==> src/rtl/counter_pkg.sv <==
// Shared types for the counter command sequencer: opcodes, FSM states, default counter width.
package counter_pkg;

    localparam int COUNTER_W = 6;

    typedef enum logic [1:0] {OP_NOP, OP_LOAD, OP_RUN, OP_LOAD_RUN} cmd_op_t;

    typedef enum logic [1:0] {S_IDLE, S_LOAD, S_RUN, S_DONE} seq_state_t;

endpackage

==> src/rtl/counter_seq.sv <==
// Command sequencer driving a loadable up-counter with timed load/enable pulses; optional pause via COUNTER_SEQ_PAUSE_EN.
// Latency: first load/enable one cycle after accept; LOAD_RUN of N steps reports done N+2 cycles after accept.
// Backpressure: cmd_ready is high only in IDLE; a held cmd_valid waits until the current command's done has passed.
module counter_seq
    import counter_pkg::*;
#(
    parameter int WIDTH  = COUNTER_W,
    parameter int STEP_W = 8
) (
    input  logic              clk,
    input  logic              rst,
    input  logic              cmd_valid,
    output logic              cmd_ready,
    input  logic [1:0]        cmd_op,
    input  logic [WIDTH-1:0]  cmd_data,
    input  logic [STEP_W-1:0] cmd_steps,
`ifdef COUNTER_SEQ_PAUSE_EN
    input  logic              pause,
`endif
    output logic              load,
    output logic [WIDTH-1:0]  data,
    output logic              enable,
    output logic              busy,
    output logic              done
);

    seq_state_t        state_q, state_d;
    cmd_op_t           op_q, op_d;
    logic [STEP_W-1:0] cnt_q, cnt_d;
    logic [WIDTH-1:0]  data_q, data_d;
    logic              load_q, load_d;
    logic              enable_q, enable_d;
    logic              done_q, done_d;
    logic              accept;
    logic              hold_run;

`ifdef COUNTER_SEQ_PAUSE_EN
    assign hold_run = pause;
`else
    assign hold_run = 1'b0;
`endif

    assign cmd_ready = (state_q == S_IDLE);
    assign busy      = (state_q != S_IDLE);
    assign accept    = cmd_valid && cmd_ready;

    always_comb begin
        state_d = state_q;
        op_d    = op_q;
        cnt_d   = cnt_q;
        data_d  = data_q;
        case (state_q)
            S_IDLE: begin
                if (accept) begin
                    op_d = cmd_op_t'(cmd_op);
                    case (cmd_op_t'(cmd_op))
                        OP_NOP: state_d = S_DONE;
                        OP_LOAD: begin
                            data_d  = cmd_data;
                            state_d = S_LOAD;
                        end
                        OP_RUN: begin
                            cnt_d   = cmd_steps;
                            state_d = (cmd_steps == '0) ? S_DONE : S_RUN;
                        end
                        OP_LOAD_RUN: begin
                            data_d  = cmd_data;
                            cnt_d   = cmd_steps;
                            state_d = S_LOAD;
                        end
                        default: state_d = S_DONE;
                    endcase
                end
            end
            S_LOAD: begin
                state_d = (op_q == OP_LOAD_RUN && cnt_q != '0) ? S_RUN : S_DONE;
            end
            S_RUN: begin
                // The down-counter only moves on cycles that actually drove enable.
                if (enable_q) begin
                    if (cnt_q == STEP_W'(1)) begin
                        state_d = S_DONE;
                    end else begin
                        cnt_d = cnt_q - STEP_W'(1);
                    end
                end
            end
            S_DONE:  state_d = S_IDLE;
            default: state_d = S_IDLE;
        endcase

        load_d   = (state_d == S_LOAD);
        enable_d = (state_d == S_RUN) && !hold_run;
        done_d   = (state_d == S_DONE);
    end

    always_ff @(posedge clk) begin
        if (rst) begin
            state_q  <= S_IDLE;
            op_q     <= OP_NOP;
            cnt_q    <= '0;
            data_q   <= '0;
            load_q   <= 1'b0;
            enable_q <= 1'b0;
            done_q   <= 1'b0;
        end else begin
            state_q  <= state_d;
            op_q     <= op_d;
            cnt_q    <= cnt_d;
            data_q   <= data_d;
            load_q   <= load_d;
            enable_q <= enable_d;
            done_q   <= done_d;
        end
    end

    assign load   = load_q;
    assign data   = data_q;
    assign enable = enable_q;
    assign done   = done_q;

endmodule

==> config.mk <==
export PLATFORM = sky130hd
export DESIGN_NAME = counter_seq
export DESIGN_NICKNAME = d
export VERILOG_FILES = /design/src/rtl/counter_pkg.sv /design/src/rtl/counter_seq.sv
export SDC_FILE = /design/constraint.sdc
export NUM_CORES = 1
export LEC_CHECK = 0
export CORE_ASPECT_RATIO = 0.6
export CORE_MARGIN = 5
export CORE_UTILIZATION = 45
export CTS_BUF_LIST = sky130_fd_sc_hd__clkbuf_2
export DETAILED_ROUTE_END_ITERATION = 7
export PLACE_DENSITY = 0.79
export SKIP_CTS_REPAIR_TIMING = 1
export SLEW_MARGIN = 20
export SYNTH_ARGS = -nofsm -noshare
export SYNTH_HDL_FRONTEND = slang
export SYNTH_SLANG_ARGS = --single-unit
==> constraint.sdc <==
create_clock -name clk -period 1.64 [get_ports clk]
set_clock_uncertainty 0.05 [all_clocks]
set_input_delay 0.164 -clock clk [delete_from_list [all_inputs] [get_ports clk]]
set_output_delay 0.164 -clock clk [all_outputs]
set_load 0.02 [all_outputs]
==> results of run 1 <==
==> flip-flops by register name (all words and copies together) (netlist names) <==
signal,count
cnt_q,8
data,6
op_q,2
state_q,2
done,1
enable,1
load,1
==> area by class of cell <==
cell class | instances | share of cell area (%)
Clock buffer | 3 | 0.7566
Clock inverter | 1 | 0.2522
Inverter | 10 | 2.207
Multi-Input combinational cell | 108 | 44.64
Sequential cell | 21 | 21.56
Tap cell | 32 | 2.018
Timing Repair Buffer | 66 | 28.56
==> stage by stage <==
stage	worst slack (ns)	util, %	cells	TNS (ns)	hold slack [ns]
detailed placement	-0.1959	71.43	236	-1.425	0.3968
finish	-0.2361	79.22	241	-1.523	0.3114
CTS	-0.3974	72.23	240	-2.688	0.2965
floorplan	-0.07093	-	143	-0.2364	0.2500
global placement	-0.08316	71.43	236	-0.5618	0.3896
global route	-0.3161	79.22	241	-2.276	0.2940
==> final timing paths <==
path	from	to	depth (start not counted)
max	cnt_q[1]	cnt_q[3]	6
min	cmd_data[2]	data[2]	3
max reg2reg	cnt_q[1]	cnt_q[3]	6
min reg2reg	data[4]	data[4]	2
==> worst min-delay path, cell delays in order <==
cell,delay [ns]
clkdlybuf4s50_1,0.39
nand2_1,0.06
a21oi_1,0.05
==> power by group <==
group / switching [W] / total, W / leakage, nW / internal (W)
sequential: 0.000131 / 0.000789 / 0.173 / 0.000658
combinational: 0.00119 / 0.00237 / 0.629 / 0.00118
clock: 0.000164 / 0.000219 / 0.0164 / 0.0000553
==> layer usage <==
layer  track usage [%]  wire, um  vias to the layer above
met5                 0         0                        -
met4             3.198       123                        0
met3             5.818       421                       22
met2             31.53      1971                       96
met1             27.19      1818                      656
li1                  -         -                      658
==> layout by cell type, fill, tap and decap left out, drive strengths merged, types with 2 or more instances in the layout <==
| cell type | netlist | routed |
|---|---|---|
| and2 | 3 | 3 |
| o32ai | 2 | 2 |
| nand3 | 2 | 2 |
| clkdlybuf4s50 | 0 | 25 |
| dfxtp | 21 | 21 |
| inv | 9 | 9 |
| nor2 | 12 | 12 |
| nand2b | 3 | 3 |
| ha | 7 | 7 |
| and3 | 2 | 2 |
| a211oi | 3 | 3 |
| nor3 | 4 | 4 |
| a21oi | 13 | 13 |
| a31oi | 3 | 3 |
| dlymetal6s2s | 0 | 2 |
| or3 | 2 | 2 |
| or4b | 2 | 2 |
| nor4 | 3 | 3 |
| o21ai | 4 | 4 |
| o21a | 2 | 2 |
| a32o | 4 | 4 |
| nand2 | 20 | 20 |
| a311oi | 2 | 2 |
| nor3b | 2 | 2 |
| a22o | 2 | 2 |
| clkbuf | 4 | 5 |
| buf | 0 | 37 |
==> logic make-up after synthesis <==
kind of cell / Yosys count / share of synthesized area (%)
compound gates: 43 / 27.44
buf+inv: 14 / 4.448
fa+ha+maj: 7 / 7.415
simple gates: 58 / 25.11
flops: 21 / 35.59
==> results.md, run 1 <==
- Top cells by area, synth: dfxtp_1 (36%), ha_1 (7.4%), nand2_1 (6.4%)
- Synthesis warning total: 0
- Pins Over Slew Limit: 0
- CTS tree: built
- Total global routing overflow: 0
- Share of the synthesized area in the top cell type: a little over a third
- RSZ-0062 raised after global routing: true
- Die Y: just under 50 um
- Critical path peak fanout: 6
- Min cycle time layout: ~1.9 ns
- Startpoint Class: flop
- Biggest area consumer among synthesized cells: dfxtp_1
- 1st-iter DRT viols: between 100 and 150
- Mapped Cells: around 140
- FF+latch count, synth: 21
- Multi-input logic area: a little under 900 sq um
- Routability Congestion: 0.8707
- R2R Setup Slk: -0.24 ns
- Initial antenna violation count: 0
- Crit path arrival time: roughly 2.1 ns
- DRC viols: 0
- Critical path type: reg2reg
- Dpl cell area: ~1800 sq um
- Effective utilization at floorplan: 47.15%
- Slew margin rel.: 72.01%
- Final #Nets: ~240
- CP max stage cell: or4b_4
- IO Count: 30
- Routed wire length: roughly 4300 um
- Clk_lat worst skew: between 0.3 and 0.4 ns
- Final worst-path cycle share: 114.4%
- Peak VDD IR: roughly 970 uV
- Top Family by Delay on Critical Path: simple AND/OR/NAND/NOR gates
- HP Class: in2reg
- Sink Count: 21
- Row cnt: 14
- Setup slack after layout: -0.2361 ns
- Synth Flop Type: dfxtp_1
- Dpl hpwl: about 3000 um
- Share of async-settable or async-resettable flops after synthesis: 0%
- Power Density: roughly 1700 nW/um^2
- CORE AREA: ~2500 sq um
- Vias in the first global route: approximately 1.3k
- DRT antenna net count: 0
- Failing checks: setup timing
- Max incr delay on CP: between 0.4 and 0.5 ns
- CTS H-tree depth: 1
- Top achievable clock speed: between 500 and 600 MHz
- EDFF count, synth: 0
- Actual slew at the worst max-slew pin: 0.4163 ns
- CP Cell Sequence: inv_2 -> ha_4 -> or4b_4 -> o221ai_4 -> nor2_2 -> a32o_1
- Share of layout cells above drive strength 1: between 40 and 50%
- Status: finished with violations
- # fillers: about 160
- Area Growth Syn to Fin: 68.01%
- Most frequent cell after synthesis: dfxtp_1
- Synthesized area: ~1200 sq um
- Root Buffer: clkbuf_2
- Final hold vios: 0
- Die Footprint: ~3800 sq um
- Buf/Inv on CP: 1
- Design Area, Final: between 1500 and 2000 sq um
- Reg clk slew, reported paths: about 0.20 ns
- Cell variety after synth: 37
- Num CTS Buffers: 3
- Commonest cells in the netlist: dfxtp_1 (21), nand2_1 (20), a21oi_1 (13)
- Design Power: 0.003382 W
- Post-DR vias/cell: about 6
- Max-cap violation count: 0
- Die Width: between 70 and 80 um
- Required time of the critical path: approximately 1.8 ns
- Drt wl/cell: about 18 um
- Longest Clk Path Bufs: 2
- Worst setup EP type: flop
- Post-synthesis sequential area ratio: ~36%
- Ant diodes: 0
- 1st-pass router iterations: 5
- FF/Latch Area: 427.9 sq um
- Synth Net Count: 169
- Routed vias: ~1.4k
- Largest net degree at the start of global routing: 13
- First-pass GRT wire length: a little over 6000 um
- Syn Area/Cell: approximately 8.3 sq um
- Leakage: just over 0.8 nW
- Port Buf Inserts: 29
- Final setup vio count: 9
- Global-route usage over all layers: approximately a fifth
Power figures use the tool's default switching activity.
==> run 2: changes to the inputs <==
--- a/config.mk
+++ b/config.mk
@@ -5,12 +5,11 @@
 export SDC_FILE = /design/constraint.sdc
 export NUM_CORES = 1
 export LEC_CHECK = 0
-export CORE_ASPECT_RATIO = 0.6
 export CORE_MARGIN = 5
 export CORE_UTILIZATION = 45
 export CTS_BUF_LIST = sky130_fd_sc_hd__clkbuf_2
 export DETAILED_ROUTE_END_ITERATION = 7
-export PLACE_DENSITY = 0.79
+export PLACE_DENSITY = 0.77
 export SKIP_CTS_REPAIR_TIMING = 1
 export SLEW_MARGIN = 20
 export SYNTH_ARGS = -nofsm -noshare
==> run 2 against run 1 <==
  * The flow still finishes with violations (setup timing)
  * Total power is 3.3% higher
  * Critical endpoint unchanged
  * Global-route usage is 1.6 points higher
  * Clock power is 5% higher
  * Critical path depth stayed put
  * Largest power group unchanged
  * Sequential share of layout area is 0.090 points lower
  * Cell area is 0.13% higher
  * Register-to-register slack better by 0.03 ns
  * Routed wire length is 2.5% higher
  * Final cell count is 0.41% higher
  * Hold slack worse by 0.030 ns
  * First-iteration DRC count is 3.8% lower
==> results.md, run 2 (synthesized netlist as in run 1, its figures left out) <==
- Status: finished with violations
- Failing checks: setup timing
- Setup TNS: -1.470 ns
- Max incr delay on CP: 0.48 ns
- Row cnt: 18
- IO Count: 30
- CTS tree: built
- Final setup vio count: 13
- CP max stage cell: or4b_4
- Final hold vios: 0
- Total global routing overflow: 0
- Commonest cells after routing, fill and taps aside: buf_4 (38), clkdlybuf4s50_1 (26), nand2_1 (19), dfxtp_1 (16)
- Startpoint Class: flop
- Internal power: just under 0.002 W
- Final #Nets: roughly 240
- Worst setup EP type: flop
- Logic pwr share: 70.7%
- Die Y: 61.23 um
- Met2 WL: 2292 um
- Die Footprint: approximately 3700 sq um
- 1st-pass router iterations: 4
- Leakage: 0.8187 nW
- Clock power share: 6.6%
- Num CTS Buffers: 3
- Sw Ratio: a little over two fifths
- Root Buffer: clkbuf_2
- DRT antenna net count: 0
- Sink Count: 21
- Final worst-path cycle share: 112.8%
- Design Area, Final: 1987 sq um
- Area Growth Syn to Fin: 68.22%
- M1 WL: ~1700 um
- Global-route usage over all layers: between 20% and 30%
- Effective utilization at floorplan: 47.25%
- Routability Congestion: 0.8438
- Pre-CTS setup slack: -0.1569 ns
- Clk_lat worst skew: roughly 0.35 ns
- Setup slack after layout: -0.2098 ns
- Dpl cell area: between 1500 and 2000 sq um
- Routed vias: 1467
- HP Class: in2reg
- Max-cap violation count: 0
- Reg clk slew, reported paths: between 0.2 and 0.25 ns
- Initial antenna violation count: 0
- Pins Over Slew Limit: 0
- Actual slew at the worst max-slew pin: 0.3944 ns
- Design Power: 0.003494 W
- Ant diodes: 0
- Psw: around 0.0015 W
- Peak VDD IR: 1469 uV
- Largest net degree at the start of global routing: 13
- 1st-iter DRT viols: 100
- Layout Utilization: about 79%
- Critical path type: reg2reg
- CTS H-tree depth: 1
- Max reg flops: 8
- First-pass GRT wire length: between 6000 and 7000 um
- Routed wire length: between 4000 and 5000 um
- DRC viols: 0
- RSZ-0062 raised after global routing: true
- Die Width: between 60 and 70 um
- Min cycle time layout: approximately 1.8 ns
- Drt wl/cell: roughly 18 um
- WHS Path Cells: 3
- Most common cell after layout, fill and taps aside: buf_4
- CP Cell Sequence: inv_4 -> ha_4 -> or4b_4 -> o221ai_4 -> nor2_4 -> a32o_1
- Post-DR vias/cell: between 6 and 7
- Reg with most FFs: cnt_q
- Met3 wire len: 266 um
- Power Density: roughly 1800 nW/um^2
- Dpl hpwl: 2976 um
- Sequential power share: between 20% and 30%
- Slew margin rel.: approximately three quarters
- Reg2reg path depth: 6
- Max layer used: met4
- Vias in the first global route: 1414
- Top achievable clock speed: 540.6 MHz
- CORE AREA: 2500 sq um
- Required time of the critical path: around 1.9 ns
- Longest Clk Path Bufs: 2
- Crit path arrival time: just over 2 ns
- Share of layout cells above drive strength 1: 39.62%
- Port Buf Inserts: 29
- Critical path peak fanout: 6
-- run 2: worst paths after layout --
| check | start | to | slack, ns |
|---|---|---|---|
| worst min register to register | data[2] | data[2] | 0.42 |
| worst max register to register | state_q[0] | cnt_q[3] | -0.21 |
| worst max-delay path | state_q[0] | cnt_q[3] | -0.21 |
| worst min-delay path | cmd_data[4] | data[4] | 0.28 |
-- run 2: final cells by class --
class | instances | area (sq um)
timing repair buffer | 69 | 603.1
sequential | 21 | 426.7
multi-input combinational | 108 | 855.8
tap | 30 | 37.54
clock inverter | 1 | 5.005
inverter | 10 | 43.79
fill | 165 | 513.0
clock buffer | 3 | 15.01
-- run 2: through the flow --
stage,hold WS (ns),cells
after floorplan,0.2500,143
after global placement,0.3912,231
after detailed placement,0.3963,231
after CTS,0.2919,235
after global routing,0.2494,242
final,0.2812,242
-- run 2: critical path: cells and delay by family (launching register included) --
kind	cells	cell delay, ns
fa+ha+maj	1	0.16
buf+inv	1	0.07
flops	1	0.39
simple gates	2	0.56
compound gates	2	0.52
-- run 2: power groups by stage --
stage                     clock, W  sequential [W]  combinational (W)
after detailed placement         0        0.000771            0.00188
final                     0.000230        0.000793            0.00247
after global placement           0        0.000760            0.00182
after floorplan                  0        0.000825           0.000965
after global routing      0.000260        0.000806            0.00265
after CTS                 0.000222        0.000758            0.00189
-- run 2: metal layers --
layer  global-route usage (%)  vias up
li1                         -      663
met1                    23.51      696
met2                    39.27       85
met3                    4.822       23
met4                    9.288        0
met5                        0        -
